File: src/rtl/decode_queue.sv
`default_nettype none
// +----------------------------------------------------------------------+
// | decode_queue: RV32I(M) decoder feeding a DEPTH-entry FIFO of records |
// | Rev 1.0 - initial release                                             |
// +----------------------------------------------------------------------+
module decode_queue #(
  parameter int DEPTH = 4,
  parameter bit M_EXT = 1'b0
) (
  input  logic                       clk,
  input  logic                       rst_n,
  input  logic                       flush,
  input  logic                       in_valid,
  output logic                       in_ready,
  input  logic [31:0]                in_instr,
  input  logic [31:0]                in_pc,
  output logic                       out_valid,
  input  logic                       out_ready,
  output logic [6:0]                 out_opcode,
  output logic [4:0]                 out_rd,
  output logic [2:0]                 out_funct3,
  output logic [4:0]                 out_rs1,
  output logic [4:0]                 out_rs2,
  output logic [6:0]                 out_funct7,
  output logic [31:0]                out_imm,
  output logic [2:0]                 out_imm_type,
  output logic [31:0]                out_pc,
  output logic                       out_illegal,
  output logic [$clog2(DEPTH+1)-1:0] count
);

  localparam int PTR_W = $clog2(DEPTH);
  localparam int CNT_W = $clog2(DEPTH + 1);
  localparam logic [CNT_W-1:0] C_FULL = CNT_W'(DEPTH);

  localparam logic [6:0] C_OP_LUI    = 7'b0110111;
  localparam logic [6:0] C_OP_AUIPC  = 7'b0010111;
  localparam logic [6:0] C_OP_JAL    = 7'b1101111;
  localparam logic [6:0] C_OP_JALR   = 7'b1100111;
  localparam logic [6:0] C_OP_BRANCH = 7'b1100011;
  localparam logic [6:0] C_OP_LOAD   = 7'b0000011;
  localparam logic [6:0] C_OP_STORE  = 7'b0100011;
  localparam logic [6:0] C_OP_IMM    = 7'b0010011;
  localparam logic [6:0] C_OP_OP     = 7'b0110011;
  localparam logic [6:0] C_OP_MISC   = 7'b0001111;
  localparam logic [6:0] C_OP_SYSTEM = 7'b1110011;

  localparam logic [2:0] C_IMM_NONE = 3'd0;
  localparam logic [2:0] C_IMM_I    = 3'd1;
  localparam logic [2:0] C_IMM_S    = 3'd2;
  localparam logic [2:0] C_IMM_B    = 3'd3;
  localparam logic [2:0] C_IMM_U    = 3'd4;
  localparam logic [2:0] C_IMM_J    = 3'd5;

  typedef struct packed {
    logic [31:0] instr;
    logic [31:0] pc;
    logic [31:0] imm;
    logic [2:0]  imm_type;
    logic        illegal;
  } rec_t;

  rec_t             r_mem [DEPTH];
  logic [PTR_W-1:0] r_wptr;
  logic [PTR_W-1:0] r_rptr;
  logic [CNT_W-1:0] r_count;

  logic [6:0]  w_op;
  logic [2:0]  w_f3;
  logic [6:0]  w_f7;
  logic        w_legal;
  logic [2:0]  w_kind;
  logic [31:0] w_imm;
  rec_t        w_rec;
  rec_t        w_head;
  logic        w_push;
  logic        w_pop;

  assign w_op = in_instr[6:0];
  assign w_f3 = in_instr[14:12];
  assign w_f7 = in_instr[31:25];

  // Decode happens on the way in so the head entry drives outputs straight from storage.
  always_comb begin
    w_legal = 1'b0;
    w_kind  = C_IMM_NONE;
    case (w_op)
      C_OP_LUI, C_OP_AUIPC: begin w_legal = 1'b1; w_kind = C_IMM_U; end
      C_OP_JAL:    begin w_legal = 1'b1; w_kind = C_IMM_J; end
      C_OP_JALR:   begin w_legal = (w_f3 == 3'b000); w_kind = C_IMM_I; end
      C_OP_BRANCH: begin w_legal = (w_f3 != 3'b010) && (w_f3 != 3'b011); w_kind = C_IMM_B; end
      C_OP_LOAD:   begin
        w_legal = (w_f3 != 3'b011) && (w_f3 != 3'b110) && (w_f3 != 3'b111);
        w_kind  = C_IMM_I;
      end
      C_OP_STORE:  begin w_legal = (w_f3 < 3'b011); w_kind = C_IMM_S; end
      C_OP_IMM:    begin
        w_kind = C_IMM_I;
        if (w_f3 == 3'b001)      w_legal = (w_f7 == 7'b0000000);
        else if (w_f3 == 3'b101) w_legal = (w_f7 == 7'b0000000) || (w_f7 == 7'b0100000);
        else                     w_legal = 1'b1;
      end
      C_OP_OP:     begin
        w_legal = (w_f7 == 7'b0000000)
               || ((w_f7 == 7'b0100000) && ((w_f3 == 3'b000) || (w_f3 == 3'b101)))
               || ((w_f7 == 7'b0000001) && M_EXT);
      end
      C_OP_MISC:   w_legal = 1'b1;
      C_OP_SYSTEM: begin w_legal = 1'b1; w_kind = C_IMM_I; end
      default:     w_legal = 1'b0;
    endcase
    if (!w_legal) w_kind = C_IMM_NONE;

    case (w_kind)
      C_IMM_I: w_imm = {{20{in_instr[31]}}, in_instr[31:20]};
      C_IMM_S: w_imm = {{20{in_instr[31]}}, in_instr[31:25], in_instr[11:7]};
      C_IMM_B: w_imm = {{20{in_instr[31]}}, in_instr[7], in_instr[30:25], in_instr[11:8], 1'b0};
      C_IMM_U: w_imm = {in_instr[31:12], 12'b0};
      C_IMM_J: w_imm = {{12{in_instr[31]}}, in_instr[19:12], in_instr[20], in_instr[30:21], 1'b0};
      default: w_imm = 32'b0;
    endcase

    w_rec.instr    = in_instr;
    w_rec.pc       = in_pc;
    w_rec.imm      = w_imm;
    w_rec.imm_type = w_kind;
    w_rec.illegal  = !w_legal;
  end

  assign in_ready  = (r_count != C_FULL);
  assign out_valid = (r_count != '0);
  assign count     = r_count;
  assign w_push    = in_valid && in_ready && !flush;
  assign w_pop     = out_valid && out_ready && !flush;

  // Storage is data-only and needs no reset; occupancy is tracked by the pointers.
  always_ff @(posedge clk) begin
    if (w_push) r_mem[r_wptr] <= w_rec;
  end

  always_ff @(posedge clk or negedge rst_n) begin
    if (!rst_n) begin
      r_wptr  <= '0;
      r_rptr  <= '0;
      r_count <= '0;
    end else if (flush) begin
      r_wptr  <= '0;
      r_rptr  <= '0;
      r_count <= '0;
    end else begin
      if (w_push) r_wptr <= r_wptr + PTR_W'(1);
      if (w_pop)  r_rptr <= r_rptr + PTR_W'(1);
      case ({w_push, w_pop})
        2'b10:   r_count <= r_count + CNT_W'(1);
        2'b01:   r_count <= r_count - CNT_W'(1);
        default: r_count <= r_count;
      endcase
    end
  end

  assign w_head       = r_mem[r_rptr];
  assign out_opcode   = w_head.instr[6:0];
  assign out_rd       = w_head.instr[11:7];
  assign out_funct3   = w_head.instr[14:12];
  assign out_rs1      = w_head.instr[19:15];
  assign out_rs2      = w_head.instr[24:20];
  assign out_funct7   = w_head.instr[31:25];
  assign out_imm      = w_head.imm;
  assign out_imm_type = w_head.imm_type;
  assign out_pc       = w_head.pc;
  assign out_illegal  = w_head.illegal;

endmodule
`default_nettype wire

File: config.mk
export PLATFORM = sky130hd
export DESIGN_NAME = decode_queue
export DESIGN_NICKNAME = d
export VERILOG_FILES = /design/src/rtl/decode_queue.sv
export SDC_FILE = /design/constraint.sdc
export NUM_CORES = 1
export LEC_CHECK = 0
export BUFFER_PORTS_ARGS = -buffer_cell sky130_fd_sc_hd__buf_2
export CAP_MARGIN = 25
export CORE_UTILIZATION = 60
export DETAILED_ROUTE_END_ITERATION = 16
export GPL_TIMING_DRIVEN = 0
export PLACE_DENSITY_LB_ADDON = 0.15
export RECOVER_POWER = 25
export SLEW_MARGIN = 20
export SYNTH_ARGS = -nofsm -noshare
export SYNTH_HDL_FRONTEND = slang
export SYNTH_SLANG_ARGS = --single-unit
File: constraint.sdc
create_clock -name clk -period 6.5 [get_ports clk]
set_clock_uncertainty 0.1 [all_clocks]
set_input_delay 0.325 -clock clk [delete_from_list [all_inputs] [get_ports clk]]
set_output_delay 0.325 -clock clk [all_outputs]
set_load 0.005 [all_outputs]
==> flow_metrics.py, run 1 <==
metrics = {
    "yosys": {
        "synth_cells": 678,
        "synth_compound_area_share_pct": 1.83,
        "synth-edff-count": 400,
        "syn_nets": 752,
        "synthAdderAreaFrac_pct": 0.452,
        "synth_area_per_cell_um2": 22.9,
        "synth-async-reset-ratio_pct": 1.72,
        "synth_ff_type": "edfxtp_1",
        "synthXorXnorAreaFrac_pct": 0.395,
        "synth_top_family_by_area": "multiplexers",
        "ys_seq_elements": 407,
        "synthSimpleGateAreaFrac_pct": 2.32,
        "ys_types": 46,
        "ys_warn_count": 0,
        "yosysSeqAreaShare_pct": 78.6,
        "syn_area_mm2": 0.0155,
        "synthMuxAreaShare_pct": 15.2,
    },
    "routing": {
        "wire_per_inst_um": 22.8,
        "drt_first_pass_iters": 5,
        "drt-total-wl_mm": 29.9,
        "drt_iter0_drc": 686,
        "vias_per_cell": 5.87,
        "ant_nets": 0,
        "vias": 7702,
        "drc_errors": 0,
    },
    "floorplanning": {
        "rows": 58,
        "ios": 174,
        "die_area_mm2": 0.0265,
        "core_area_mm2": 0.0253,
        "initial_core_util_pct": 61.4,
        "die_w_um": 163,
        "dieHeight_um": 163,
    },
    "layout": {
        "layout_commonest_cell": "edfxtp_1",
        "nFillCells": 1515,
        "multi_input_area_mm2": 0.00315,
        "fin_cells": 1313,
        "layout-drive-gt1-share_pct": 31.2,
        "ff_latch_area_mm2": 0.0122,
        "antenna_cells": 0,
        "layout_common_cells": "400 x edfxtp_1, 127 x buf_2, 100 x mux4_2, 81 x clkbuf_1, 56 x dlygate4sd3_1",
        "finalNetCount": 1030,
        "area_delta_synth_final_pct": 20.4,
    },
    "sta": {
        "fin_ws_ns": 3.33,
        "fin_crit_ns": 3.17,
        "hold_viol_final": 0,
        "tightestPinTransition_ns": 0.922,
        "period_share_pct": 48.8,
        "setup_tns_ns": 0,
        "setup_viol": 0,
        "fmaxAchievable_ghz": 0.315,
        "grt_setup_unrepaired": "no",
        "slew_viol_final": 0,
        "slew-limit-headroom_pct": 38.6,
    },
    "pwr": {
        "vdd_drop_max_mv": 0.247,
        "p_leak_uw": 0.00614,
        "p_per_area_mw_per_mm2": 356,
        "power_uw": 6650,
    },
    "cts": {
        "clk_pin_slew_ns": 0.05,
        "htree_levels": 2,
        "root_buffer": "clkbuf_16",
        "cts_tree": "done",
        "cts_inserted_buffers": 40,
        "clk_path_buf_depth": 3,
        "cts_setup_buffers": 0,
        "clk_latency_ns": 0.52,
        "cts_sinks": 407,
    },
    "placed_design": {
        "dp_slack_ns": 3.80,
        "post-dp-hpwl_mm": 18.6,
        "dp_cells": 1188,
        "port_buffers": 172,
        "gp_congestion": 0.809,
    },
    "status": {
        "run_status": "finished clean",
    },
    "worst_setup_path": {
        "r2r_slack_ns": 3.96,
        "required_ns": 6.07,
        "crit_type": "register to primary output",
        "worst_setup_path_end_kind": "primary output",
        "startpoint": "r_rptr[0]",
        "worstPathMaxFanout": 10,
        "r2r_end": "count[2]",
        "cp-endpoint": "out_rs1[2]",
        "reg2reg_from": "count[0]",
        "r2r_cells": 9,
        "crit_path_start_kind": "register",
        "arrival_ns": 2.75,
    },
    "global_routing": {
        "grt_pass1_wl_mm": 45.9,
        "antenna_found_initial": 0,
        "grt_max_degree": 41,
        "grt_overflow": 0,
        "first_global_vias": 8080,
        "grt_use_total_pct": 23.7,
    },
    "run": {
        "maxCapViolCount": 0,
    },
    "min_path": {
        "hold_class": "input port to register",
    },
}
-- report_power, final --
part	switching (uW)	total, uW	leakage (uW)	internal, uW
clock network	891	2130	0.000585	1230
registers	47.7	3100	0.00367	3050
logic	683	1420	0.00189	740
-- state kept, by name, summed over array words and instances, names as in the netlist --
register	count
r_wptr	2
r_rptr	2
r_mem	400
count	3
-- how the worst min path moves through the flow --
stage                   endpoint  slack, ns         start  depth (start not counted)
finish                 r_rptr[0]       0.09         flush                          2
global route           r_rptr[1]       0.09         flush                          2
CTS                 r_mem[3][80]      0.004  in_instr[12]                          1
detailed placement      count[1]       0.07         rst_n                          1
global placement        count[0]       0.06         rst_n                          1
floorplan               count[0]      -0.07         rst_n                          0
-- cells in the mapped netlist, types with 2 or more instances --
master	number	area share (%)
edfxtp_1	400	77
mux4_2	100	15
nor2_1	21	0.51
nand2_1	20	0.48
buf_2	12	0.39
clkbuf_1	12	0.29
a21o_1	11	0.53
a21oi_1	11	0.35
mux2_2	9	0.65
dfrtp_1	7	1.1
nand3_1	7	0.23
and2_1	5	0.20
buf_1	5	0.12
xnor2_1	5	0.28
ha_1	4	0.32
inv_1	4	0.097
o21ai_0	4	0.13
nand2b_1	3	0.12
nor2b_1	3	0.12
nor3_1	3	0.097
a21o_2	2	0.11
o211ai_1	2	0.097
o21a_1	2	0.097
or3_1	2	0.081
or3b_1	2	0.11
xor2_1	2	0.11
-- kinds of logic (layout without fill, tap and decap cells) --
| kind of cell | after synthesis | count (layout) |
|---|---|---|
| XOR/XNOR | 7 | 7 |
| flip-flops | 407 | 407 |
| buffers and inverters | 37 | 342 |
| multiplexers | 110 | 110 |
| AND/OR/NAND/NOR | 72 | 72 |
| adder cells (fa/ha/maj) | 5 | 5 |
| AO/OA/AOI/OAI | 40 | 40 |
-- stage by stage --
step / utilization (%) / hold slack [ns] / cell area (um^2)
2_1_floorplan: - / -0.0706 / 15500
3_3_place_gp: 66.5 / 0.0629 / 16800
3_5_place_dp: 67.3 / 0.0741 / 17000
4_1_cts: 74.2 / 0.00442 / 18700
5_1_grt: 73.9 / 0.0862 / 18700
6_report: 73.9 / 0.0853 / 18700
-- worst max-delay path: stages (launching register included) --
cell	delay, ns
dfrtp_1	0.37
clkbuf_1	0.62
buf_2	0.50
mux4_2	0.58
buf_2	0.15
-- layer usage --
metal	vias to the layer above	global-route usage, %	wire, um
met5	-	0	0
met4	0	7.01	654
met3	52	5.12	2230
met2	326	39.0	15200
met1	3929	32.2	11900
li1	3395	-	-
-- what timing repair did --
item / in CTS / in global routing
hold buffers: 56 / 0
hold endpoints to repair: 224 / 0
resized for setup: 0 / 0
-- final cells by class --
type	count	area share, %
well taps	330	2.21
repair buffers	236	8.25
clock inverters	16	0.684
multi-input cells	234	16.9
flip-flops and latches	407	65.3
inverters	4	0.0804
plain buffers	33	0.911
clock buffers	53	5.74
Note: power is estimated with default switching activity, not from simulation.
==> run 2, diff against run 1 <==
--- a/config.mk
+++ b/config.mk
@@ -5,9 +5,10 @@
 export SDC_FILE = /design/constraint.sdc
 export NUM_CORES = 1
 export LEC_CHECK = 0
+export ABC_AREA = 1
 export BUFFER_PORTS_ARGS = -buffer_cell sky130_fd_sc_hd__buf_2
 export CAP_MARGIN = 25
-export CORE_UTILIZATION = 60
+export CORE_UTILIZATION = 53
 export DETAILED_ROUTE_END_ITERATION = 16
 export GPL_TIMING_DRIVEN = 0
 export PLACE_DENSITY_LB_ADDON = 0.15
==> constraint.sdc (replaced) <==
create_clock -name clk -period 2.58 [get_ports clk]
set_clock_uncertainty 0.1 [all_clocks]
set_input_delay 0.129 -clock clk [delete_from_list [all_inputs] [get_ports clk]]
set_output_delay 0.129 -clock clk [all_outputs]
set_load 0.005 [all_outputs]
==> run 2 against run 1 <==
Effect of this change:
- first-iteration DRC count up 49%
- design area up 6.3%
- core utilization down 6.8 points
- hold slack better by 0.20 ns
- power rose to 2.6 times the previous value
- setup slack worse by 3.3 ns
- die area up 16%
- via count up 39%
- non-clock buffer count up 65
- sequential cell count unchanged
- wire length up 31%
- sequential share of layout area down 3.9 points
==> flow_metrics.py, run 2 <==
metrics = {
    "status": {
        "run_status": "finished clean",
    },
    "pwr": {
        "p_comb_share_pct": 23.0,
        "power.share.sequential_pct": 45.2,
        "p_switching_uw": 4900,
        "p_per_area_mw_per_mm2": 862,
        "p_int_uw": 12200,
        "swShare_pct": 28.6,
        "power_uw": 17100,
        "p_leak_uw": 0.00706,
        "clkPwrFrac_pct": 31.8,
        "vdd_drop_max_mv": 0.654,
    },
    "routing": {
        "ant_nets": 0,
        "drt-total-wl_mm": 39.2,
        "vias": 10700,
        "vias_per_cell": 5.60,
        "drc_errors": 0,
        "wire_per_inst_um": 20.5,
        "drt_first_pass_iters": 5,
        "drt_iter0_drc": 1020,
    },
    "min_path": {
        "hold_class": "input port to register",
    },
    "cts": {
        "clk_latency_ns": 0.52,
        "clk_pin_slew_ns": 0.06,
        "clk_path_buf_depth": 3,
        "htree_levels": 2,
        "root_buffer": "clkbuf_16",
        "cts_inserted_buffers": 41,
        "cts_sinks": 407,
        "cts_tree": "done",
    },
    "sta": {
        "hold_viol_final": 0,
        "slew_viol_final": 0,
        "setup_viol": 0,
        "period_share_pct": 98.1,
        "grt_setup_unrepaired": "yes",
        "fmaxAchievable_ghz": 0.395,
        "tightestPinTransition_ns": 0.565,
        "slew-limit-headroom_pct": 62.3,
        "fin_crit_ns": 2.53,
        "fin_ws_ns": 0.0488,
        "holdWs_ns": 0.287,
    },
    "floorplanning": {
        "ios": 174,
        "initial_core_util_pct": 53.8,
        "die_w_um": 175,
        "rows": 63,
        "dieHeight_um": 175,
        "die_area_mm2": 0.0307,
        "core_area_mm2": 0.0296,
    },
    "worst_setup_path": {
        "arrival_ns": 2.30,
        "startpoint": "r_rptr[0]",
        "reg2reg_from": "count[0]",
        "r2r_slack_ns": 0.20,
        "r2r_end": "r_mem[3][22]",
        "crit_path_start_kind": "register",
        "worst_setup_path_end_kind": "primary output",
        "crit_type": "register to primary output",
        "cp-endpoint": "out_rs2[0]",
        "required_ns": 2.35,
        "r2r_cells": 9,
        "worstPathMaxFanout": 10,
    },
    "yosys": {
        "ys_warn_count": 0,
        "synth_area_per_cell_um2": 13.3,
        "synth-edff-count": 400,
        "synth_ff_type": "edfxtp_1",
        "synth_top_cells_by_area": "edfxtp_1 76%, o21ai_0 6.6%, nor2_1 5.5%, o22ai_1 3.9%, nand2_1 1.7%",
        "syn_nets": 1265,
        "yosysTopAreaCell": "edfxtp_1",
        "syn_area_mm2": 0.0159,
        "post-synth-top-count-cell": "edfxtp_1",
        "ys_seq_elements": 407,
        "synth-async-reset-ratio_pct": 1.72,
        "yosysSeqAreaShare_pct": 76.7,
        "ys_types": 28,
        "synth_top_cell_area_share_pct": 75.6,
        "synth_commonest_cells": "400 x edfxtp_1, 233 x nor2_1, 211 x o21ai_0",
        "synth_cells": 1191,
    },
    "layout": {
        "fin_cells": 1914,
        "finalNetCount": 1573,
        "layout_commonest_cell": "edfxtp_1",
        "ff_latch_area_mm2": 0.0122,
        "largest_register_ff_count": 400,
        "layout_common_cells": "400 x edfxtp_1, 228 x nor2_1, 210 x o21ai_0, 126 x buf_2, 95 x o22ai_1",
        "antenna_cells": 0,
        "regMostFlops": "r_mem",
        "nFillCells": 2193,
        "multi_input_area_mm2": 0.00335,
        "layout-drive-gt1-share_pct": 17.7,
        "area_delta_synth_final_pct": 24.9,
        "utilization_pct": 67.2,
    },
    "placed_design": {
        "dp_cells": 1776,
        "post-dp-hpwl_mm": 24.9,
        "gp_congestion": 0.833,
        "port_buffers": 173,
        "dp_slack_ns": -0.0620,
    },
    "global_routing": {
        "first_global_vias": 10500,
        "grt_use_total_pct": 25.8,
        "grt_pass1_wl_mm": 59.9,
        "grt_overflow": 0,
        "grt_max_degree": 25,
        "antenna_found_initial": 0,
    },
    "run": {
        "maxCapViolCount": 0,
    },
}
[run 2: cell count changes in the layout (fill, tap and decap cells not counted), moves of 11 or more]
cell	change
clkbuf_1	+12
mux4_2	-100
o21ai_0	+206
a21o_1	-11
clkbuf_2	+12
dlygate4sd3_1	+14
nor2_1	+207
inv_1	+32
o22ai_1	+95
nand2_1	+49
buf_16	+13
[run 2: worst min-delay path by stage]
stage	startpoint	endpoint	slack [ns]	depth (start not counted)
CTS	in_pc[25]	r_mem[3][61]	0.25	2
floorplan	rst_n	count[0]	-0.27	0
finish	in_instr[1]	r_mem[1][69]	0.29	2
global route	in_instr[1]	r_mem[1][69]	0.30	2
global placement	rst_n	count[1]	-0.13	1
detailed placement	rst_n	count[1]	-0.11	1
[run 2: timing repair]
| item | CTS | global route |
|---|---|---|
| resized for setup | 58 | 47 |
| hold endpoints to repair | 313 | 0 |
| hold buffers | 70 | 0 |
| endpoints found under the setup margin | 100 | 64 |
| buffers inserted | 0 | 0 |
| pin swaps | 2 | 3 |
[run 2: cells by family (layout without fill, tap and decap cells)]
kind of cell	count (synthesis)	after routing	synth area share (%)
AOI/OAI and AO/OA	330	330	11.4
adders and majority gates	5	5	0.441
buffers and inverters	111	444	2.72
xor gates and xnor gates	2	2	0.110
and+or+nand+nor	336	336	8.69
DFF	407	407	76.7
[run 2: worst max-delay path: stages, from the launching register on]
cell      delay [ns]
dfrtp_2         0.46
buf_4           0.27
buf_4           0.27
clkbuf_4        0.26
nor2_1          0.07
o22ai_1         0.25
buf_2           0.18
[run 2: metal layers]
metal | wire length, um | global-route usage, % | share of wire, % | up-vias
met3 | 2540 | 3.68 | 6.5 | 66
li1 | - | - | - | 5007
met1 | 16500 | 36.3 | 42 | 5273
met2 | 19300 | 42.5 | 49 | 365
met4 | 766 | 6.70 | 2.0 | 0
met5 | 0 | 0 | 0 | -
[run 2: layout make-up]
cell class                 instances  share of cell area (%)
buffer                            69                    2.04
timing repair buffer             265                    10.4
multi-input combinational        673                    16.9
sequential                       407                    61.4
inverter                          42                   0.813
clock buffer                      56                    5.45
clock inverter                    12                   0.555
tap                              390                    2.46
[run 2: per-stage QoR]
step	area, um^2	TNS (ns)
floorplan	15900	-95.01
global placement	17300	-542.19
detailed placement	17900	-0.108
CTS	19900	0
global route	19900	-0.000928
finish	19900	0
[run 2: power by group through the flow]
stage	sequential (uW)	clock (uW)	combinational (uW)
after floorplan	7850	0	1840
after global placement	7890	0	3500
after detailed placement	7860	0	3710
after CTS	7730	5500	3930
after global routing	7750	5760	4300
final	7730	5450	3940
